<file path="config.mk">
export PLATFORM = sky130hd
export DESIGN_NAME = gecko_reg_scoreboard
export DESIGN_NICKNAME = d
export VERILOG_FILES = /design/src/rtl/gecko_pkg.sv /design/src/rtl/gecko_reg_scoreboard.sv
export SDC_FILE = /design/constraint.sdc
export NUM_CORES = 1
export LEC_CHECK = 0
export BUFFER_PORTS_ARGS = -buffer_cell sky130_fd_sc_hd__buf_4
export CORE_ASPECT_RATIO = 1.2
export CORE_MARGIN = 1
export CORE_UTILIZATION = 50
export CTS_CLUSTER_SIZE = 10
export DETAILED_ROUTE_END_ITERATION = 6
export PLACE_DENSITY = 0.68
export SLEW_MARGIN = 15
export SYNTH_ARGS = -nofsm -noshare
export SYNTH_HDL_FRONTEND = slang
export SYNTH_SLANG_ARGS = --single-unit
</file>
<file path="constraint.sdc">
create_clock -name clk -period 4.8 [get_ports clk]
set_input_delay 0.72 -clock clk [delete_from_list [all_inputs] [get_ports clk]]
set_output_delay 0.72 -clock clk [all_outputs]
set_load 0.005 [all_outputs]
</file>
<file path="src/rtl/gecko_pkg.sv">
// Shared types for the Gecko decode-side register scoreboard.
package gecko;

    localparam int GECKO_REG_STATUS_WIDTH = 2;

    // Per-register status: 0 means no write outstanding, all-ones means the
    // counter is saturated and no further issue to that register is possible.
    typedef logic [GECKO_REG_STATUS_WIDTH-1:0] gecko_reg_status_t;

    localparam gecko_reg_status_t GECKO_REG_STATUS_VALID = '0;
    localparam gecko_reg_status_t GECKO_REG_STATUS_FULL  = '1;

    typedef enum logic {
        RUN   = 1'b0,
        DRAIN = 1'b1
    } gecko_reg_scoreboard_state_t;

endpackage


</file>
<file path="src/rtl/gecko_reg_scoreboard.sv">
// Outstanding-write tracker for the Gecko integer register file. Each of
// x1..x31 has a small saturating-by-backpressure counter; a global total
// backs the drain FSM used for SYSTEM/FENCE ordering.
module gecko_reg_scoreboard
    import gecko::*;
#(
    parameter int STATUS_WIDTH = GECKO_REG_STATUS_WIDTH,
    parameter int TOTAL_WIDTH  = 7
) (
    input  logic                    clk,
    input  logic                    rst,
    input  logic                    issue_valid,
    input  logic [4:0]              issue_rd,
    output logic                    issue_ready,
    input  logic                    wb_valid,
    input  logic [4:0]              wb_rd,
    input  logic [4:0]              rs1_addr,
    input  logic [4:0]              rs2_addr,
    input  logic [4:0]              rd_addr,
    output logic [STATUS_WIDTH-1:0] rs1_status,
    output logic [STATUS_WIDTH-1:0] rs2_status,
    output logic [STATUS_WIDTH-1:0] rd_status,
    input  logic                    drain_req,
    output logic                    drain_done,
    output logic [TOTAL_WIDTH-1:0]  pending_count,
    output logic                    underflow_err
);

    localparam logic [STATUS_WIDTH-1:0] STATUS_FULL = '1;
    localparam logic [STATUS_WIDTH-1:0] STATUS_ONE  = STATUS_WIDTH'(1);
    localparam logic [TOTAL_WIDTH-1:0]  TOTAL_ONE   = TOTAL_WIDTH'(1);

    gecko_reg_scoreboard_state_t state_q, state_d;

    logic [STATUS_WIDTH-1:0] counters [32];
    logic [TOTAL_WIDTH-1:0]  total_q;

    logic issue_inc;
    logic wb_has_pending;
    logic wb_dec;
    logic wb_under;
    logic err_q;

    // x0 is never tracked, so its status is hard-wired to VALID.
    assign counters[0] = '0;

    assign issue_ready    = (state_q == RUN) &&
                            ((issue_rd == 5'd0) || (counters[issue_rd] != STATUS_FULL));
    assign issue_inc      = issue_valid && issue_ready && (issue_rd != 5'd0);
    assign wb_has_pending = (counters[wb_rd] != '0);
    assign wb_dec         = wb_valid && (wb_rd != 5'd0) && wb_has_pending;
    assign wb_under       = wb_valid && (wb_rd != 5'd0) && !wb_has_pending;

    assign rs1_status    = counters[rs1_addr];
    assign rs2_status    = counters[rs2_addr];
    assign rd_status     = counters[rd_addr];
    assign pending_count = total_q;
    assign underflow_err = err_q;
    assign drain_done    = (state_q == DRAIN) && (total_q == '0);

    for (genvar r = 1; r < 32; r++) begin : g_counter
        logic                    inc;
        logic                    dec;
        logic [STATUS_WIDTH-1:0] count_q;

        assign inc = issue_inc && (issue_rd == 5'(r));
        assign dec = wb_dec && (wb_rd == 5'(r));

        // Per-register count: issue adds one, a valid writeback removes one,
        // and both together on the same register cancel out.
        always_ff @(posedge clk or negedge rst) begin
            if (!rst) begin
                count_q <= '0;
            end else if (inc && !dec) begin
                count_q <= count_q + STATUS_ONE;
            end else if (!inc && dec) begin
                count_q <= count_q - STATUS_ONE;
            end
        end

        assign counters[r] = count_q;
    end

    // Global outstanding-write count, moved by the same events as the counters.
    always_ff @(posedge clk or negedge rst) begin
        if (!rst) begin
            total_q <= '0;
        end else if (issue_inc && !wb_dec) begin
            total_q <= total_q + TOTAL_ONE;
        end else if (!issue_inc && wb_dec) begin
            total_q <= total_q - TOTAL_ONE;
        end
    end

    // Sticky error flag for a writeback that had nothing to retire.
    always_ff @(posedge clk or negedge rst) begin
        if (!rst) begin
            err_q <= 1'b0;
        end else if (wb_under) begin
            err_q <= 1'b1;
        end
    end

    // Drain FSM state register.
    always_ff @(posedge clk or negedge rst) begin
        if (!rst) begin
            state_q <= RUN;
        end else begin
            state_q <= state_d;
        end
    end

    // Enter DRAIN on request; leave once the total has reached zero.
    always_comb begin
        state_d = state_q;
        case (state_q)
            RUN: begin
                if (drain_req) begin
                    state_d = DRAIN;
                end
            end
            DRAIN: begin
                if (total_q == '0) begin
                    state_d = RUN;
                end
            end
            default: state_d = RUN;
        endcase
    end

endmodule

</file>
==> reports/results.tsv, run 1 <==
metric	value	unit
slack of the critical path	670	ps
Inserted Clock Buffers	9	
Critical Path Start Type	input pin	
Mapped Cells	633	
Ports	46	
Core Footprint	12700	um^2
Clock Sinks	71	
area grow syn2layout	9.98	%
Clock Path Buffers	2	
status	complete, no violations	
Commonest cells post-synth	dfrtp_1, nor2_1, xor2_1	
antenna cells	0	
DP Worst Slack	324	ps
H-tree depth	3	
Die X	106	um
final period utilization	86.0	%
vias in the first global route	5268	
Initial Util	51.4	%
area of the multi-input gates	4460	um^2
switching share of power	39.4	%
Initial DRT Pass Iterations	6	
fmax	242	MHz
Buf/Inv on CP	2	
Seq pwr share	40.3	%
Synth cell types	63	
Comb power frac	40.4	%
average size of a mapped cell	10.3	um^2
post-route ant nets	0	
routed len/inst	23.5	um
critical path's largest stage delay	600	ps
Post-synth EDFFs	0	
# Max-Cap Violations	0	
DP HPWL	13700	um
endpoint class of the critical path	register	
Crit path arrival time	4350	ps
count leader, synth	dfrtp_1	
DRT iter0 DRCs	679	
vias per std cell	6.67	
# fillers	1122	
flops & latches, synth	71	
CP max-delay cell	mux4_1	
Slew Limit Headroom	36.7	%
max-slew violation count	0	
share of the synthesized area in the top cell type	27.3	%
clock share of power	19.2	%
Post-Route WL	19000	um
Final Critical Period	4130	ps
gr ovfl total	0	
post-synthesis cell area	6520	um^2
skew final	6.85	ps
first-pass GRT wire length	30000	um
worst-margin pin slew	950	ps
setup bufs post-CTS	0	
CTS clk-pin slew, worst paths	60	ps
std cell rows	45	
gr usage total	29.9	%
Worst Hold Class	register to register	
Area contributors post-synth	dfrtp_1, mux4_2, xor2_1, ha_1, xnor2_1	
dominant cell type by area after synthesis	dfrtp_1	
CP delay by family, top	compound AO/OA/AOI/OAI gates	
internal power component	2.20	mW
worst-skew pair later-pin latency	340	ps
Worst VDD drop	0.250	mV
Setup CP Type	input pin to register	
yosys warns	0	
DRC viols	0	
sequential fraction of the synthesis area	27.3	%
final setup vio count	0	
CP required	5020	ps
Die H	127	um
routability congestion estimate	0.930	
hold buffers post-CTS	0	
crit-path max FO	31	
share of layout cells above drive strength 1	23.6	%
hold_ws	498	ps
Post-Layout Cell Count	808	
Root Buffer	clkbuf_16	
sw power	1.43	mW
initial antenna violation count	0	
CTS tree	built	
die area	13500	um^2
TNS Setup	0	ps
Reg area	1780	um^2
largest net degree at the start of global routing	72	
pwr dens	505	nW/um^2
Fin. Hold Viols	0	
layout net count	708	
Synth Flop Type	dfrtp_1	
PortBufs	45	
critical-path cell list	buf_4 -> mux4_1 -> a2bb2oi_1 -> and3_4 -> nor2b_1 -> o21a_1 -> nor4_1 -> ha_1 -> inv_1 -> fa_1 -> a21o_1 -> a21oi_1 -> nor2_1 -> nand4_1 -> o211ai_1 -> xor2_1	
placed cells	792	
static leakage	3.06	nW
syn nets	702	
Via Count	5392	
ys async rst share	100	%
RSZ-0062 raised after global routing	no	
PostCTS Resize Cnt	0	
==> worst register-to-register path, cell delays in order, from the launching register on <==
cell,delay (ps)
dfrtp_1,470
mux4_1,540
a2bb2oi_1,140
and3_4,180
nor2b_1,120
o21a_1,200
nor4_1,360
ha_1,310
inv_1,180
fa_1,440
a21o_1,180
a21oi_1,210
nor2_1,80
nand4_1,90
o211ai_1,100
xor2_1,150
==> placed cells by master, fill, tap and decap left out, types with 6 or more instances in the layout <==
master,n
dfrtp_1,71
nand4_1,10
xor2_1,64
a22o_1,6
nor3_1,31
nor2_1,64
clkbuf_16,9
inv_1,8
a21oi_1,8
nor4_1,8
nor2b_1,12
mux2_2,16
o21ai_0,15
buf_4,51
ha_1,38
nand2_1,32
xnor2_1,35
nand3_1,27
mux4_2,56
==> power by group through the flow <==
stage               Sequential [mW]  Clock [mW]  Combinational, mW
floorplan                      1.14           0               1.25
global placement               1.43           0               1.41
detailed placement             1.45           0               1.44
CTS                            1.45       0.709               1.45
global route                   1.51       0.736               1.59
finish                         1.46       0.696               1.47
==> metal layers <==
metal	routed length (um)	share of wire [%]	track usage [%]
met5	0	0	0
met4	847	4.5	16.3
met3	1890	9.9	5.77
met2	9220	48	47.2
met1	7070	37	38.7
==> cell type report <==
type                    instances  area share (%)
clock buffers                  13            3.77
flip-flops and latches         71            24.8
multi-input cells             498            62.3
repair buffers                 51            5.34
inverters                       8           0.419
well taps                     164            2.86
clock inverters                 3           0.559
==> state kept, by name (all words and copies together) (netlist names) <==
name	count
g_counter.count_q	62
state_q	1
pending_count	7
underflow_err	1
==> worst paths after layout <==
kind | from | to | slack (ps) | cells after the start
hold / removal | underflow_err | underflow_err | 500 | 1
max in group asynchronous | rst | g_counter[12].count_q[1] | 3660 | 1
setup reg to reg | g_counter[11].count_q[0] | pending_count[6] | 930 | 15
hold reg to reg | underflow_err | underflow_err | 500 | 1
min in group asynchronous | rst | g_counter[22].count_q[0] | 530 | 1
setup / recovery | issue_rd[0] | pending_count[6] | 670 | 16
==> per-stage QoR <==
step,area (um^2),power (mW),utilization (%)
final,7170,3.62,56.6
after global routing,7170,3.83,56.6
after CTS,7170,3.61,56.6
after detailed placement,6860,2.89,54.1
after global placement,6860,2.84,54.1
after floorplan,6520,2.39,-
==> cell families (layout without fill, tap and decap cells) <==
family | count (synthesis) | after routing | synth area share, %
fa+ha+maj | 39 | 39 | 7.60
buf+inv | 64 | 75 | 4.26
simple gates | 215 | 215 | 16.5
mux | 78 | 78 | 23.6
xor+xnor | 99 | 99 | 13.3
compound gates | 67 | 67 | 7.49
flops | 71 | 71 | 27.3
Note: power is estimated with default switching activity, not from simulation.
==> run 2, diff against run 1 <==
CELL_PAD_IN_SITES_DETAIL_PLACEMENT = 1   (was unset)
CELL_PAD_IN_SITES_GLOBAL_PLACEMENT = 1   (was unset)
CORE_UTILIZATION = 49   (was 50)
PLACE_DENSITY = unset   (was 0.68)
PLACE_DENSITY_LB_ADDON = 0.1   (was unset)
==> reports/results.tsv, run 2 (same netlist as run 1, synthesis figures left out) <==
metric	value	unit	change
status	complete, no violations		
initial antenna violation count	0		unchanged
skew final	5.57	ps	-1.28 ps
Top reg by flops	g_counter.count_q		
DRT iter0 DRCs	407		-40%
Buf/Inv on CP	2		unchanged
area grow syn2layout	9.93	%	about the same
worst-skew pair later-pin latency	340	ps	about the same
gr usage total	33.9	%	+4.0 points
Worst Hold Class	register to register		
share of layout cells above drive strength 1	23.6	%	unchanged
Clock Sinks	71		unchanged
# Max-Cap Violations	0		unchanged
final period utilization	89.2	%	+3.1 points
hold buffers post-CTS	0		unchanged
Layout Utilization	55.8	%	-0.77 points
Final Critical Period	4280	ps	+150 ps
Setup crit end	pending_count[6]		
critical-path cell list	buf_4 -> mux4_1 -> a2bb2oi_1 -> and3_4 -> nor2b_1 -> o21a_1 -> nor4_1 -> ha_1 -> inv_1 -> fa_1 -> a21o_1 -> a21oi_1 -> nor2_1 -> nand4_1 -> o211ai_1 -> xor2_1		
crit path launch	issue_rd[0]		
Die X	107	um	+0.99%
std cell rows	45		unchanged
crit-path max FO	31		unchanged
max-slew violation count	0		unchanged
Post-Route WL	21500	um	+13%
routed len/inst	26.7	um	+13%
layout net count	709		+0.14%
CP Depth	16		unchanged
PostCTS Resize Cnt	0		unchanged
reg-to-reg slack, setup	790	ps	-140 ps
most frequent cells in the layout	dfrtp_1, nor2_1, xor2_1		
die area	13800	um^2	+2.0%
routability congestion estimate	0.875		-5.9%
Critical Path Start Type	input pin		
reg2reg path depth	15		unchanged
vias per std cell	6.77		+1.4%
Setup CP Type	input pin to register		
post-route ant nets	0		unchanged
endpoint class of the critical path	register		
Initial DRT Pass Iterations	5		-1
CP max-delay cell	mux4_1		
fmax	234	MHz	-3.5%
DRC viols	0		unchanged
static leakage	3.06	nW	-0.19%
Via Count	5469		+1.4%
worst-margin pin slew	946	ps	-4.54 ps
Reg2Reg Launch Point	g_counter[10].count_q[0]		
vias in the first global route	5893		+12%
Clock Path Buffers	2		unchanged
gr ovfl total	0		unchanged
Placement Cell Area	6870	um^2	+0.11%
Ports	46		unchanged
setup bufs post-CTS	0		unchanged
pwr dens	516	nW/um^2	+2.0%
CTS tree	built		
Slew Limit Headroom	37.0	%	+0.30 points
Initial Util	50.8	%	-0.68 points
Die H	128	um	+1.0%
Worst VDD drop	0.282	mV	+13%
FF-to-FF End	pending_count[6]		
H-tree depth	3		unchanged
Core Footprint	12800	um^2	+1.3%
critical path's largest stage delay	600	ps	about the same
CTS clk-pin slew, worst paths	60	ps	about the same
first-pass GRT wire length	34300	um	+15%
CP delay by family, top	compound AO/OA/AOI/OAI gates		
max reg flops	62		unchanged
final setup vio count	0		unchanged
Fin. Hold Viols	0		unchanged
largest net degree at the start of global routing	72		unchanged
antenna cells	0		unchanged
commonest non-fill, non-tap cell in the layout	dfrtp_1		
TNS Setup	0	ps	unchanged
PortBufs	45		unchanged
Root Buffer	clkbuf_16		
post-route cell area	7160	um^2	about the same
Crit path arrival time	4500	ps	+150 ps
Inserted Clock Buffers	9		unchanged
DP HPWL	15600	um	+14%
CP required	5020	ps	about the same
RSZ-0062 raised after global routing	no		
run 2: worst register-to-register path, stage by stage (launching register included):
cell       delay (ps)
dfrtp_1           490
mux4_1            540
a2bb2oi_1         150
and3_4            180
nor2b_1           120
o21a_1            190
nor4_1            310
ha_1              330
inv_1             200
fa_1              440
a21o_1            170
a21oi_1           270
nor2_1            110
nand4_1           110
o211ai_1          110
xor2_1            160
run 2: power by group:
part / internal (mW) / total, mW / switching (mW) / leakage (nW)
sequential: 0.868 / 1.50 / 0.636 / 0.893
combinational: 0.887 / 1.50 / 0.618 / 2.02
clock: 0.427 / 0.685 / 0.258 / 0.145
total: 2.18 / 3.69 / 1.51 / 3.06
run 2: area by class of cell:
type,instances,area [um^2]
Tap cell,164,205
Timing Repair Buffer,52,390
Clock buffer,12,256
Fill cell,1387,5670
Inverter,8,30.0
Multi-Input combinational cell,498,4460
Clock inverter,3,42.5
Sequential cell,71,1780
run 2: per-layer routing:
metal  share of wire (%)  global-route usage [%]  vias up
met2                  51                    57.1      249
met4                 5.4                    20.2        0
met1                  37                    41.5     2792
met5                   0                       0        -
met3                 5.8                    4.66       88
li1                    -                       -     2340
run 2: through the flow:
| step | power [mW] | hold slack (ps) | instances | setup WS [ps] |
|---|---|---|---|---|
| floorplan | 2.39 | 424 | 633 | 862 |
| global placement | 2.88 | 467 | 793 | 454 |
| detailed placement | 2.97 | 483 | 793 | 229 |
| CTS | 3.69 | 504 | 808 | 586 |
| global route | 3.89 | 527 | 808 | 365 |
| finish | 3.69 | 502 | 808 | 521 |
run 2: worst min-delay path by stage:
stage | startpoint | end | slack [ps] | cells after the start
6_report | underflow_err | underflow_err | 500 | 1
5_1_grt | underflow_err | underflow_err | 530 | 1
4_1_cts | underflow_err | underflow_err | 500 | 1
3_5_place_dp | underflow_err | underflow_err | 480 | 1
3_3_place_gp | underflow_err | underflow_err | 470 | 1
2_1_floorplan | rst | g_counter[10].count_q[0] | 420 | 0
==> run 3, diff against run 2 <==
CELL_PAD_IN_SITES_DETAIL_PLACEMENT = 2   (was 1)
CELL_PAD_IN_SITES_GLOBAL_PLACEMENT = 2   (was 1)
CORE_UTILIZATION = 41   (was 49)
==> reports/results.tsv, run 3 (same netlist as run 1, synthesis figures left out) <==
metric	value	unit	change
worst-skew pair later-pin latency	360	ps	+20 ps
pwr dens	532	nW/um^2	+3.2%
std cell rows	50		+11%
final period utilization	88.5	%	-0.61 points
Core Footprint	15600	um^2	+21%
Top reg by flops	g_counter.count_q		
Worst Hold Class	register to register		
# Max-Cap Violations	0		unchanged
Critical Path Start Type	input pin		
TNS Setup	0	ps	unchanged
Root Buffer	clkbuf_16		
Fin. Hold Viols	0		unchanged
Die H	140	um	+9.2%
final setup vio count	0		unchanged
CP max-delay cell	mux4_1		
post-route ant nets	0		unchanged
DRT iter0 DRCs	360		-12%
commonest non-fill, non-tap cell in the layout	dfrtp_1		
Slew Limit Headroom	36.0	%	-0.97 points
RSZ-0062 raised after global routing	no		
critical path's largest stage delay	600	ps	about the same
Clock Sinks	71		unchanged
area grow syn2layout	11.0	%	
gr usage total	31.9	%	-2.0 points
endpoint class of the critical path	register		
DP Worst Slack	260	ps	+31.6 ps
status	complete, no violations		
layout net count	708		-0.14%
Clock Path Buffers	2		unchanged
vias in the first global route	6255		+6.1%
Via Count	5518		+0.90%
static leakage	3.06	nW	+0.17%
gr ovfl total	0		unchanged
vias per std cell	6.48		-4.2%
Initial DRT Pass Iterations	4		-1
setup bufs post-CTS	0		unchanged
Post-Layout Cell Count	851		+5.3%
DP HPWL	18100	um	+16%
fmax	235	MHz	+0.69%
crit-path max FO	31		unchanged
worst-margin pin slew	960	ps	+14.6 ps
Initial Util	41.8	%	-8.9 points
DRC viols	0		unchanged
Final Critical Period	4250	ps	-29.3 ps
PostCTS Resize Cnt	0		unchanged
placed cells	836		+5.4%
share of layout cells above drive strength 1	23.6	%	+0.037 points
Inserted Clock Buffers	9		unchanged
Ports	46		unchanged
CTS tree	built		
routed len/inst	28.7	um	+7.5%
first-pass GRT wire length	37900	um	+10%
die area	16400	um^2	+19%
max-slew violation count	0		unchanged
Crit path arrival time	4490	ps	about the same
Worst VDD drop	0.273	mV	-3.2%
initial antenna violation count	0		unchanged
largest net degree at the start of global routing	72		unchanged
Post-Route WL	24400	um	+13%
CP required	5040	ps	+20 ps
Setup CP Type	input pin to register		
critical-path cell list	buf_4 -> mux4_1 -> a2bb2oi_1 -> and3_4 -> nor2b_1 -> o21a_1 -> nor4_1 -> ha_1 -> inv_1 -> fa_1 -> a21o_1 -> a21oi_1 -> nor2_1 -> nand4_1 -> o211ai_1 -> xor2_1		
most frequent cells in the layout	dfrtp_1, nor2_1, xor2_1		
max reg flops	62		unchanged
PortBufs	45		unchanged
skew final	10.4	ps	+4.83 ps
CTS clk-pin slew, worst paths	60	ps	about the same
H-tree depth	3		unchanged
slack of the critical path	550	ps	+29.3 ps
hold buffers post-CTS	0		unchanged
antenna cells	0		unchanged
routability congestion estimate	0.840		-4.0%
Die X	117	um	+9.1%
-- run 3: stage by stage --
step | total power [mW] | utilization, % | area, um^2 | hold slack (ps)
3_3_place_gp | 2.92 | 44.4 | 6910 | 469
5_1_grt | 4.03 | 46.4 | 7230 | 519
3_5_place_dp | 3.05 | 44.4 | 6910 | 482
4_1_cts | 3.85 | 46.4 | 7230 | 501
6_report | 3.85 | 46.4 | 7230 | 494
2_1_floorplan | 2.39 | - | 6520 | 424
-- run 3: critical path: cells and delay by family --
family / cells / cell delay (ps)
AOI/OAI and AO/OA: 5 / 830
xor gates and xnor gates: 1 / 150
adders and majority gates: 2 / 790
buffers and inverters: 2 / 510
muxes: 1 / 600
and+or+nand+nor: 5 / 870
-- run 3: report_power, final --
| group | switching [mW] | internal [mW] | total, mW | leakage [nW] |
|---|---|---|---|---|
| Sequential | 0.705 | 0.866 | 1.57 | 0.893 |
| Clock | 0.296 | 0.468 | 0.764 | 0.155 |
| Combinational | 0.627 | 0.886 | 1.51 | 2.01 |
| Total | 1.63 | 2.22 | 3.85 | 3.06 |
-- run 3: path summary, 6_finish.rpt --
path                                          startpoint                        to  slack [ps]  cells after the start
worst max-delay path                         issue_rd[0]          pending_count[6]         550                     16
worst max register to register  g_counter[14].count_q[0]          pending_count[6]         800                     15
worst min-delay path                       underflow_err             underflow_err         490                      1
max in group asynchronous                            rst  g_counter[11].count_q[1]        3660                      1
worst min register to register             underflow_err             underflow_err         490                      1
min in group asynchronous                            rst  g_counter[30].count_q[1]         520                      1
-- run 3: routing by layer --
layer  share of wire [%]  track usage, %  up-vias
li1                    -               -     2338
met1                  37            36.9     2890
met2                  53            56.2      202
met3                 4.4            3.85       88
met4                 5.6            17.9        0
met5                   0               0        -
-- run 3: cell type report --
class	instances	area, um^2
fill	1623	8340
multi-input combinational	498	4460
sequential	71	1780
timing repair buffer	51	383
tap	208	260
clock buffer	10	239
clock inverter	5	81.3
inverter	8	30.0
